File: src/rtl/rib_arb.sv
// RIB responder arbiter: m0 (core) / m1 (JTAG) -> NSLV slaves by addr[31:28], with ack timeout.
// Grant-to-select 1 cycle, slave ack -> master ack 1 cycle (min 2); core is held via hold_flag_o until its ack.
module rib_arb #(
    parameter int          NSLV     = 4,
    parameter int          TIMEOUT  = 255,
    parameter logic [31:0] ERR_DATA = 32'h0000_0000
) (
    input  logic                 clk,
    input  logic                 rst,
    input  logic [31:0]          m0_addr_i,
    input  logic [31:0]          m0_data_i,
    input  logic                 m0_we_i,
    input  logic                 m0_req_i,
    output logic [31:0]          m0_data_o,
    output logic                 m0_ack_o,
    input  logic [31:0]          m1_addr_i,
    input  logic [31:0]          m1_data_i,
    input  logic                 m1_we_i,
    input  logic                 m1_req_i,
    output logic [31:0]          m1_data_o,
    output logic                 m1_ack_o,
    output logic                 hold_flag_o,
    output logic [31:0]          s_addr_o,
    output logic [31:0]          s_data_o,
    output logic                 s_we_o,
    output logic [NSLV-1:0]      s_sel_o,
    input  logic [32*NSLV-1:0]   s_data_i,
    input  logic [NSLV-1:0]      s_ack_i,
    output logic                 err_o
);

    typedef enum logic [1:0] {ST_IDLE, ST_BUSY, ST_RESP} state_t;

    localparam int CW = $clog2(TIMEOUT + 1);

    state_t          r_state;
    state_t          w_state_nxt;
    logic            r_owner;       // 0 = m0, 1 = m1
    logic            r_fair;
    logic [3:0]      r_idx;
    logic [CW-1:0]   r_cnt;
    logic [31:0]     r_rdata;
    logic            r_err;

    logic            w_gnt_m1;
    logic            w_grant;
    logic [3:0]      w_req_idx;
    logic            w_mapped;
    logic            w_slv_ack;
    logic [31:0]     w_slv_dat;
    logic            w_tout;

    // m1 wins unless m0 is also asking and is owed the next slot
    always_comb begin
        w_gnt_m1  = m1_req_i && !(m0_req_i && r_fair);
        w_grant   = w_gnt_m1 || m0_req_i;
        w_req_idx = w_gnt_m1 ? m1_addr_i[31:28] : m0_addr_i[31:28];
        w_mapped  = ({28'd0, w_req_idx} < 32'(NSLV));
        w_tout    = (r_cnt == CW'(TIMEOUT - 1));
    end

    always_comb begin
        w_slv_ack = 1'b0;
        w_slv_dat = '0;
        for (int k = 0; k < NSLV; k++) begin
            if (r_idx == 4'(k)) begin
                w_slv_ack = s_ack_i[k];
                w_slv_dat = s_data_i[32*k +: 32];
            end
        end
    end

    always_ff @(posedge clk or negedge rst) begin
        if (!rst) r_state <= ST_IDLE;
        else      r_state <= w_state_nxt;
    end

    always_comb begin
        w_state_nxt = r_state;
        s_sel_o     = '0;
        m0_ack_o    = 1'b0;
        m1_ack_o    = 1'b0;
        m0_data_o   = '0;
        m1_data_o   = '0;
        err_o       = 1'b0;
        case (r_state)
            ST_IDLE: begin
                if (w_grant) w_state_nxt = w_mapped ? ST_BUSY : ST_RESP;
            end
            ST_BUSY: begin
                for (int k = 0; k < NSLV; k++) s_sel_o[k] = (r_idx == 4'(k));
                if (w_slv_ack || w_tout) w_state_nxt = ST_RESP;
            end
            ST_RESP: begin
                m0_ack_o    = !r_owner;
                m1_ack_o    = r_owner;
                m0_data_o   = r_owner ? '0 : r_rdata;
                m1_data_o   = r_owner ? r_rdata : '0;
                err_o       = r_err;
                w_state_nxt = ST_IDLE;
            end
            default: w_state_nxt = ST_IDLE;
        endcase
    end

    always_ff @(posedge clk or negedge rst) begin
        if (!rst) begin
            r_owner  <= 1'b0;
            r_fair   <= 1'b0;
            r_idx    <= '0;
            r_cnt    <= '0;
            r_rdata  <= '0;
            r_err    <= 1'b0;
            s_addr_o <= '0;
            s_data_o <= '0;
            s_we_o   <= 1'b0;
        end else begin
            case (r_state)
                ST_IDLE: begin
                    if (w_grant) begin
                        r_owner  <= w_gnt_m1;
                        s_addr_o <= w_gnt_m1 ? m1_addr_i : m0_addr_i;
                        s_data_o <= w_gnt_m1 ? m1_data_i : m0_data_i;
                        s_we_o   <= w_gnt_m1 ? m1_we_i   : m0_we_i;
                        r_idx    <= w_req_idx;
                        r_cnt    <= '0;
                        r_rdata  <= ERR_DATA;
                        r_err    <= !w_mapped;
                        if (w_gnt_m1 && m0_req_i) r_fair <= 1'b1;
                        else if (!w_gnt_m1)       r_fair <= 1'b0;
                    end
                end
                ST_BUSY: begin
                    r_cnt <= r_cnt + CW'(1);
                    if (w_slv_ack) begin
                        r_rdata <= w_slv_dat;
                        r_err   <= 1'b0;
                    end else if (w_tout) begin
                        r_rdata <= ERR_DATA;
                        r_err   <= 1'b1;
                    end
                end
                default: ;
            endcase
        end
    end

    assign hold_flag_o = (m0_req_i && !m0_ack_o) || ((r_state != ST_IDLE) && r_owner);

endmodule

File: config.mk
export PLATFORM = sky130hd
export DESIGN_NAME = rib_arb
export DESIGN_NICKNAME = d
export VERILOG_FILES = /design/src/rtl/rib_arb.sv
export SDC_FILE = /design/constraint.sdc
export NUM_CORES = 1
export LEC_CHECK = 0
export ABC_AREA = 1
export CAP_MARGIN = 20
export CORE_AREA = 5 5 155 157
export DETAILED_ROUTE_END_ITERATION = 12
export DIE_AREA = 0 0 160 162
export DONT_BUFFER_PORTS = 1
export REMOVE_ABC_BUFFERS = 1
export SLEW_MARGIN = 20
export SYNTH_ARGS = -nofsm -noshare
export SYNTH_HDL_FRONTEND = slang
export SYNTH_SLANG_ARGS = --single-unit
File: constraint.sdc
create_clock -name clk -period 2.05 [get_ports clk]
set_clock_uncertainty 0.2 [all_clocks]
set_input_delay 0.41 -clock clk [delete_from_list [all_inputs] [get_ports clk]]
set_output_delay 0.41 -clock clk [all_outputs]
set_load 0.01 [all_outputs]
==> implementation parameters, run 1 <==
Parameter                              Value

STA
  Setup WS post-layout ... -0.200 ns
  Share of the clock period used by the worst path after layout ... 110%
  Post-Route Setup TNS ... -6.35 ns
  Hold Worst Slack ... -0.466 ns
  Min Clock Period, post-route ... roughly 2.3 ns
  Total setup violations reported at the end of the flow ... 67
  Slew at the pin closest to its max-slew limit ... around 0.42 ns
  Pins Over Slew Limit ... 0
  Final count of hold timing violations ... 110
  Remaining max-slew budget at the tightest pin ... 72.0%
  Maximum operating frequency ... roughly 440 MHz
  Unrepaired setup endpoints after global routing ... yes

Clock network
  Number of buffers on the longest clock path ... 2
  Clock tree from TritonCTS ... yes
  Root buffer cell ... clkbuf_16
  Hold bufs inserted after CTS ... 103
  Clock buffers created by TritonCTS ... 9
  Number of clock sinks seen by CTS ... 110
  H-tree depth ... 3
  Insertion delay to the later sink of the worst-skew pair ... about 0.36 ns
  Clk pin slew, worst setup/hold paths ... ~0.09 ns

Setup path
  Path type of the worst setup path ... register to output pin
  Delay of the slowest cell on the worst path ... about 0.37 ns
  Cell-by-cell trace of the critical path ... inv_2, nor2_4, inv_4, nor2_4, bufinv_16, nor2_1, buf_4
  Worst Setup Start Kind ... register
  Critical Path RT ... around 1.4 ns
  Endpoint class of the critical path ... output pin
  Number of buffer and inverter stages on the critical path ... 4
  Gate family responsible for the most delay along the worst path ... buffers and inverters
  Cell mode on critical path ... nor2_4
  Maximum fanout count along the critical path ... 16
  Data arrival, critical path ... 1.64 ns
  Crit path max-delay cell type ... dfrtp_1

Drt
  Vias after detailed routing ... 6913
  DRC violations left ... 0
  Via density ... 5.27
  Number of DRC markers in iteration 0 ... ~470
  Remaining antenna violation count ... 0
  Detailed-route wire length per cell ... 21.5 um
  TritonRoute pass-1 iters ... 7
  Total routed wirelength ... roughly 28000 um

Pwr
  Switch Pwr ... 5670 uW
  Sw frac ... 47.4%
  Part of the total power dissipated in sequential elements ... about a third
  Power density normalized to cell area ... approximately 1300 mW/mm^2
  Max IR drop VDD ... around 0.7 mV
  Fraction of power consumed by combinational cells ... 51.4%
  Internal power ... roughly 6300 uW
  Share of power burned in the clock network ... approximately 15%
  Total leakage power ... 0.00382 uW

Synthesis
  Synth Cell Area ... slightly above 0.006 sq mm
  Average size of a mapped cell ... 6.89 sq um
  Synth cell types ... 22
  Synthesized flop and latch total ... 110
  Number of standard cells after synthesis ... approximately 900
  Sequential share of the synthesized area ... between 40% and 50%
  Top post-synthesis cells by area ... dfrtp_1 (45%), nand2_1 (18%), nor2_1 (8.7%)
  Cell taking the most area after synthesis ... dfrtp_1
  Number of warning messages in the yosys log ... 0
  Share of the synthesized area in the top cell type ... 44.7%

Placed design
  Pre-CTS setup slack ... approximately 0.022 ns
  Port Buf Inserts ... 0
  Post-DP HPWL ... between 15000 and 20000 um
  Final estimated routing congestion in global placement ... 0.826

Die
  Core region area ... roughly 0.022 sq mm
  Number of top-level pins ... about 400
  Die extent in y ... 162 um
  Starting density of the core ... between 20 and 30%
  Cell Rows ... 55
  Die area ... 0.0259 sq mm
  Chip width ... 160 um

Global routing
  Met2 usage ... 35.9%
  Top Usage Layer GRT ... met2
  Via count of the first global-routing pass ... between 6k and 7k
  M1 GR Usage ... 22.7%
  Global-route wire length before repair ... around 40000 um
  Antenna violations before repair ... 0
  Pin count of the biggest net entering global routing ... between 100 and 150
  GRT met3 Usage ... ~5.6%
  Global route total overflow ... 0
  Global routing usage summed across all routing layers ... between 15 and 20%

Final layout
  Utilization of the core after routing ... roughly two fifths
  Leading cell types in the layout, fill and taps excluded ... nand2_1 (268), dfrtp_1 (107), dlygate4sd3_1 (103)
  Fraction of final layout cells sized beyond drive strength 1 ... roughly a fifth
  Antenna cell count ... 0
  Commonest non-fill, non-tap cell in the layout ... nand2_1
  Number of nets in the final layout ... ~1.3k
  P&R area growth vs syn ... 45.9%
  Number of fill cells ... ~2.2k

Flow run
  Max-cap violation count ... 0

Run status
  Violated checks ... hold timing, setup timing
  Result of the run ... complete, but fails checks

Hold path
  Type of the most critical hold path ... input port to asynchronous set/reset pin
==> synth_stat cells <==
cell,count
clkbuf_1,24
buf_2,21
nand4_1,11
buf_1,5
buf_4,4
ha_1,2
nand3_1,67
nor2_2,1
nand2_2,1
o21ai_1,4
inv_1,77
or2_1,4
a31oi_2,1
o22ai_1,26
dfrtp_1,110
or2_2,6
a31oi_1,63
nor2_1,143
nand2_1,296
inv_2,12
o21ai_0,16
nor2_4,1
==> state kept, by name (all words and copies together) (netlist names) <==
register / cells
s_addr_o: 32
r_owner: 1
r_rdata: 32
r_err: 1
r_cnt: 8
r_fair: 1
r_state: 2
s_we_o: 1
s_data_o: 32
==> path summary, 6_finish.rpt <==
path | start | endpoint | slack, ns | cells after the start
max in group asynchronous | rst | s_data_o[30]$_DFFE_PN0P_ | 1.92 | 0
worst min register to register | r_rdata[6]$_DFFE_PN0P_ | r_rdata[6]$_DFFE_PN0P_ | 0.28 | 2
min in group clk | m0_data_i[11] | s_data_o[11]$_DFFE_PN0P_ | 0.01 | 2
worst max-delay path | r_state[1]$_DFFE_PN0P_ | m1_data_o[8] | -0.20 | 7
worst max register to register | s_addr_o[30]$_DFFE_PN0P_ | r_rdata[9]$_DFFE_PN0P_ | 0.02 | 12
worst min-delay path | rst | r_rdata[31]$_DFFE_PN0P_ | -0.47 | 0
==> area by class of cell <==
class	count	area (sq um)	area share (%)
timing repair inverter	2	36.3	0.404
sequential	110	2760	30.7
inverter	89	373	4.15
tap	285	357	3.97
clock inverter	6	67.6	0.751
timing repair buffer	168	1800	20.0
multi-input combinational	642	3380	37.5
clock buffer	9	225	2.50
==> power by group through the flow <==
stage | clock (uW) | combinational (uW) | sequential [uW]
final | 1780 | 6150 | 4050
after global routing | 1910 | 6700 | 4130
after CTS | 1850 | 5180 | 4040
after detailed placement | 0 | 4260 | 4060
after global placement | 0 | 4210 | 4030
after floorplan | 0 | 2530 | 3740
==> kinds of logic after synthesis <==
| group | Yosys count | synth area share (%) |
|---|---|---|
| AO/OA/AOI/OAI | 110 | 10.9 |
| AND/OR/NAND/NOR | 530 | 34.7 |
| buffers and inverters | 143 | 9.38 |
| adder cells (fa/ha/maj) | 2 | 0.406 |
| flip-flops | 110 | 44.7 |
==> routing by layer <==
| layer | vias up | wire (um) |
|---|---|---|
| li1 | 3118 | - |
| met1 | 3283 | 10400 |
| met2 | 448 | 14400 |
| met3 | 64 | 2630 |
| met4 | 0 | 748 |
| met5 | - | 0 |
==> through the flow <==
step           cell area, sq um  total power, uW  instances
6_report                   8990            12000       1311
4_1_cts                    8540            11100       1303
2_1_floorplan              5920             6270        841
3_3_place_gp               6740             8240       1170
5_1_grt                    8990            12700       1311
3_5_place_dp               6740             8310       1170
==> repair_timing <==
action / 4_1_cts / 5_1_grt
gates cloned: 4 / 6
pin swaps: 6 / 10
setup buffers: 12 / 3
hold endpoints to repair: 170 / 110
setup endpoints to repair: 68 / 159
gates resized for setup: 93 / 88
(Power assumes the default switching activity.)
==> run 2, diff against run 1 <==
Settings changed: CTS_BUF_LIST set to sky130_fd_sc_hd__clkbuf_8.
==> implementation parameters, run 2 (same netlist as run 1, synthesis figures left out) <==
Parameter                              Value

Global routing
  Antenna violations before repair ... 0
  Via count of the first global-routing pass ... a little under 7k
  Global-route wire length before repair ... between 40000 and 50000 um
  Pin count of the biggest net entering global routing ... around 110
  Global routing usage summed across all routing layers ... between 20 and 25%
  Global route total overflow ... 0

Clock network
  Clk pin slew, worst setup/hold paths ... between 0.1 and 0.15 ns
  Root buffer cell ... clkbuf_8
  Number of buffers on the longest clock path ... 2
  Hold bufs inserted after CTS ... 122
  Clock tree from TritonCTS ... yes
  H-tree depth ... 3
  Number of clock sinks seen by CTS ... 110
  Insertion delay to the later sink of the worst-skew pair ... a little under 0.4 ns
  Clock buffers created by TritonCTS ... 9

Pwr
  Max IR drop VDD ... ~0.62 mV
  Total leakage power ... about 0.0041 uW
  Share of power burned in the clock network ... 11.1%
  Internal power ... 6150 uW
  Part of the total power dissipated in sequential elements ... between 30% and 40%
  Switch Pwr ... 5990 uW
  Fraction of power consumed by combinational cells ... 55.5%
  Power density normalized to cell area ... between 1000 and 1500 mW/mm^2
  Sw frac ... around 49%

Placed design
  Post-DP HPWL ... 18600 um
  Final estimated routing congestion in global placement ... about 0.83
  Number of cells in the design after placement ... ~1.2k
  Port Buf Inserts ... 0
  Pre-CTS setup slack ... about 0.022 ns

Drt
  Detailed-route wire length per cell ... 22.5 um
  Remaining antenna violation count ... 0
  Total routed wirelength ... between 30000 and 40000 um
  Via density ... about 5.3
  Vias after detailed routing ... 7089
  DRC violations left ... 0
  TritonRoute pass-1 iters ... 5
  Number of DRC markers in iteration 0 ... about 460

Final layout
  Number of nets in the final layout ... between 1k and 1.5k
  Non-filler instance count after layout ... between 1k and 1.5k
  Fraction of final layout cells sized beyond drive strength 1 ... between 20% and 30%
  P&R area growth vs syn ... 54.5%
  Leading cell types in the layout, fill and taps excluded ... nand2_1 (237), dlygate4sd3_1 (122), dfrtp_1 (107)
  Commonest non-fill, non-tap cell in the layout ... nand2_1
  Registers with the most flip-flops ... r_rdata x32, s_addr_o x32, s_data_o x32
  Antenna cell count ... 0

Setup path
  Data arrival, critical path ... about 1.7 ns
  Setup slack on the worst flop-to-flop path ... -0.06 ns
  R2R cell count ... 11
  Delay of the slowest cell on the worst path ... 0.38 ns
  Worst Setup Start Kind ... register
  Endpoint class of the critical path ... output pin
  Cell mode on critical path ... nor2_4
  Worst reg2reg startpoint ... s_addr_o[30]$_DFFE_PN0P_
  Maximum fanout count along the critical path ... 16
  End of the worst register-to-register path ... r_rdata[26]$_DFFE_PN0P_
  Critical Path RT ... around 1.4 ns
  Cell-by-cell trace of the critical path ... inv_2, nor2_4, inv_4, nor2_4, bufinv_16, nor2_1, buf_4
  Crit path max-delay cell type ... dfrtp_1
  Path type of the worst setup path ... register to output pin

STA
  Hold Worst Slack ... -0.506 ns
  Final count of hold timing violations ... 110
  Post-Route Setup TNS ... -10.04 ns
  Slew at the pin closest to its max-slew limit ... 0.437 ns
  Remaining max-slew budget at the tightest pin ... a little over two thirds
  Unrepaired setup endpoints after global routing ... yes
  Share of the clock period used by the worst path after layout ... 112%
  Min Clock Period, post-route ... approximately 2.3 ns
  Maximum operating frequency ... about 440 MHz
  Pins Over Slew Limit ... 0
  Total setup violations reported at the end of the flow ... 96
  Setup WS post-layout ... -0.243 ns

Die
  Core region area ... between 0.02 and 0.025 sq mm
  Starting density of the core ... ~28%
  Chip width ... ~160 um
  Die area ... between 0.02 and 0.03 sq mm
  Cell Rows ... 55
  Number of top-level pins ... between 400 and 500
  Die extent in y ... 162 um

Hold path
  Type of the most critical hold path ... input port to asynchronous set/reset pin

Flow run
  Max-cap violation count ... 0

Run status
  Result of the run ... complete, but fails checks
  Violated checks ... hold timing, setup timing
[run 2: repair_timing]
item                                    CTS  global route
endpoints found under the hold margin   172           110
pin swaps                                 7            25
cloned                                    4            10
gates resized for setup                  98           156
setup buffers                            14             4
endpoints found under the setup margin   69           162
[run 2: worst max-delay path by stage]
stage                                          end  depth (start not counted)              startpoint
after floorplan           s_addr_o[30]$_DFFE_PN0P_                          8                m0_req_i
after global placement                m0_data_o[2]                          8  r_state[1]$_DFFE_PN0P_
after detailed placement              m0_data_o[2]                          8  r_state[1]$_DFFE_PN0P_
after CTS                             m0_data_o[2]                          8  r_state[1]$_DFFE_PN0P_
after global routing                  m1_data_o[8]                          7  r_state[1]$_DFFE_PN0P_
final                                 m1_data_o[8]                          7  r_state[1]$_DFFE_PN0P_
[run 2: worst max-delay path, delay by kind of cell, from the launching register on]
family	cells	cell delay (ns)
DFF	1	0.38
and+or+nand+nor	3	0.42
buffers and inverters	4	0.48
[run 2: per-stage QoR]
stage	hold WS [ns]	cell area [sq um]	utilization, %	power, uW
after floorplan	-0.0856	5920	-	6270
after global placement	-0.0782	6740	30.1	8240
after detailed placement	-0.0800	6740	30.1	8310
after CTS	-0.542	8660	38.7	10700
after global routing	-0.548	9520	42.6	12900
final	-0.506	9520	42.6	12100
[run 2: final cells by class]
type,count,area (sq um)
timing repair inverter,2,36.3
clock buffer,9,124
fill,2109,12800
inverter,89,372
multi-input combinational,643,3670
sequential,110,2760
clock inverter,6,67.6
tap,285,357
timing repair buffer,194,2130
[run 2: metal layers]
metal / part of all wire (%) / vias to the layer above / track usage, %
li1: - / 3169 / -
met1: 37 / 3421 / 23.4
met2: 52 / 448 / 36.5
met3: 8.9 / 51 / 5.94
met4: 2.6 / 0 / 5.32
met5: 0 / - / 0
[run 2: power groups by stage]
stage | clock network (uW) | registers, uW | logic (uW)
2_1_floorplan | 0 | 3740 | 2530
3_3_place_gp | 0 | 4030 | 4210
3_5_place_dp | 0 | 4060 | 4260
4_1_cts | 1420 | 4030 | 5270
5_1_grt | 1490 | 4150 | 7250
6_report | 1340 | 4050 | 6740
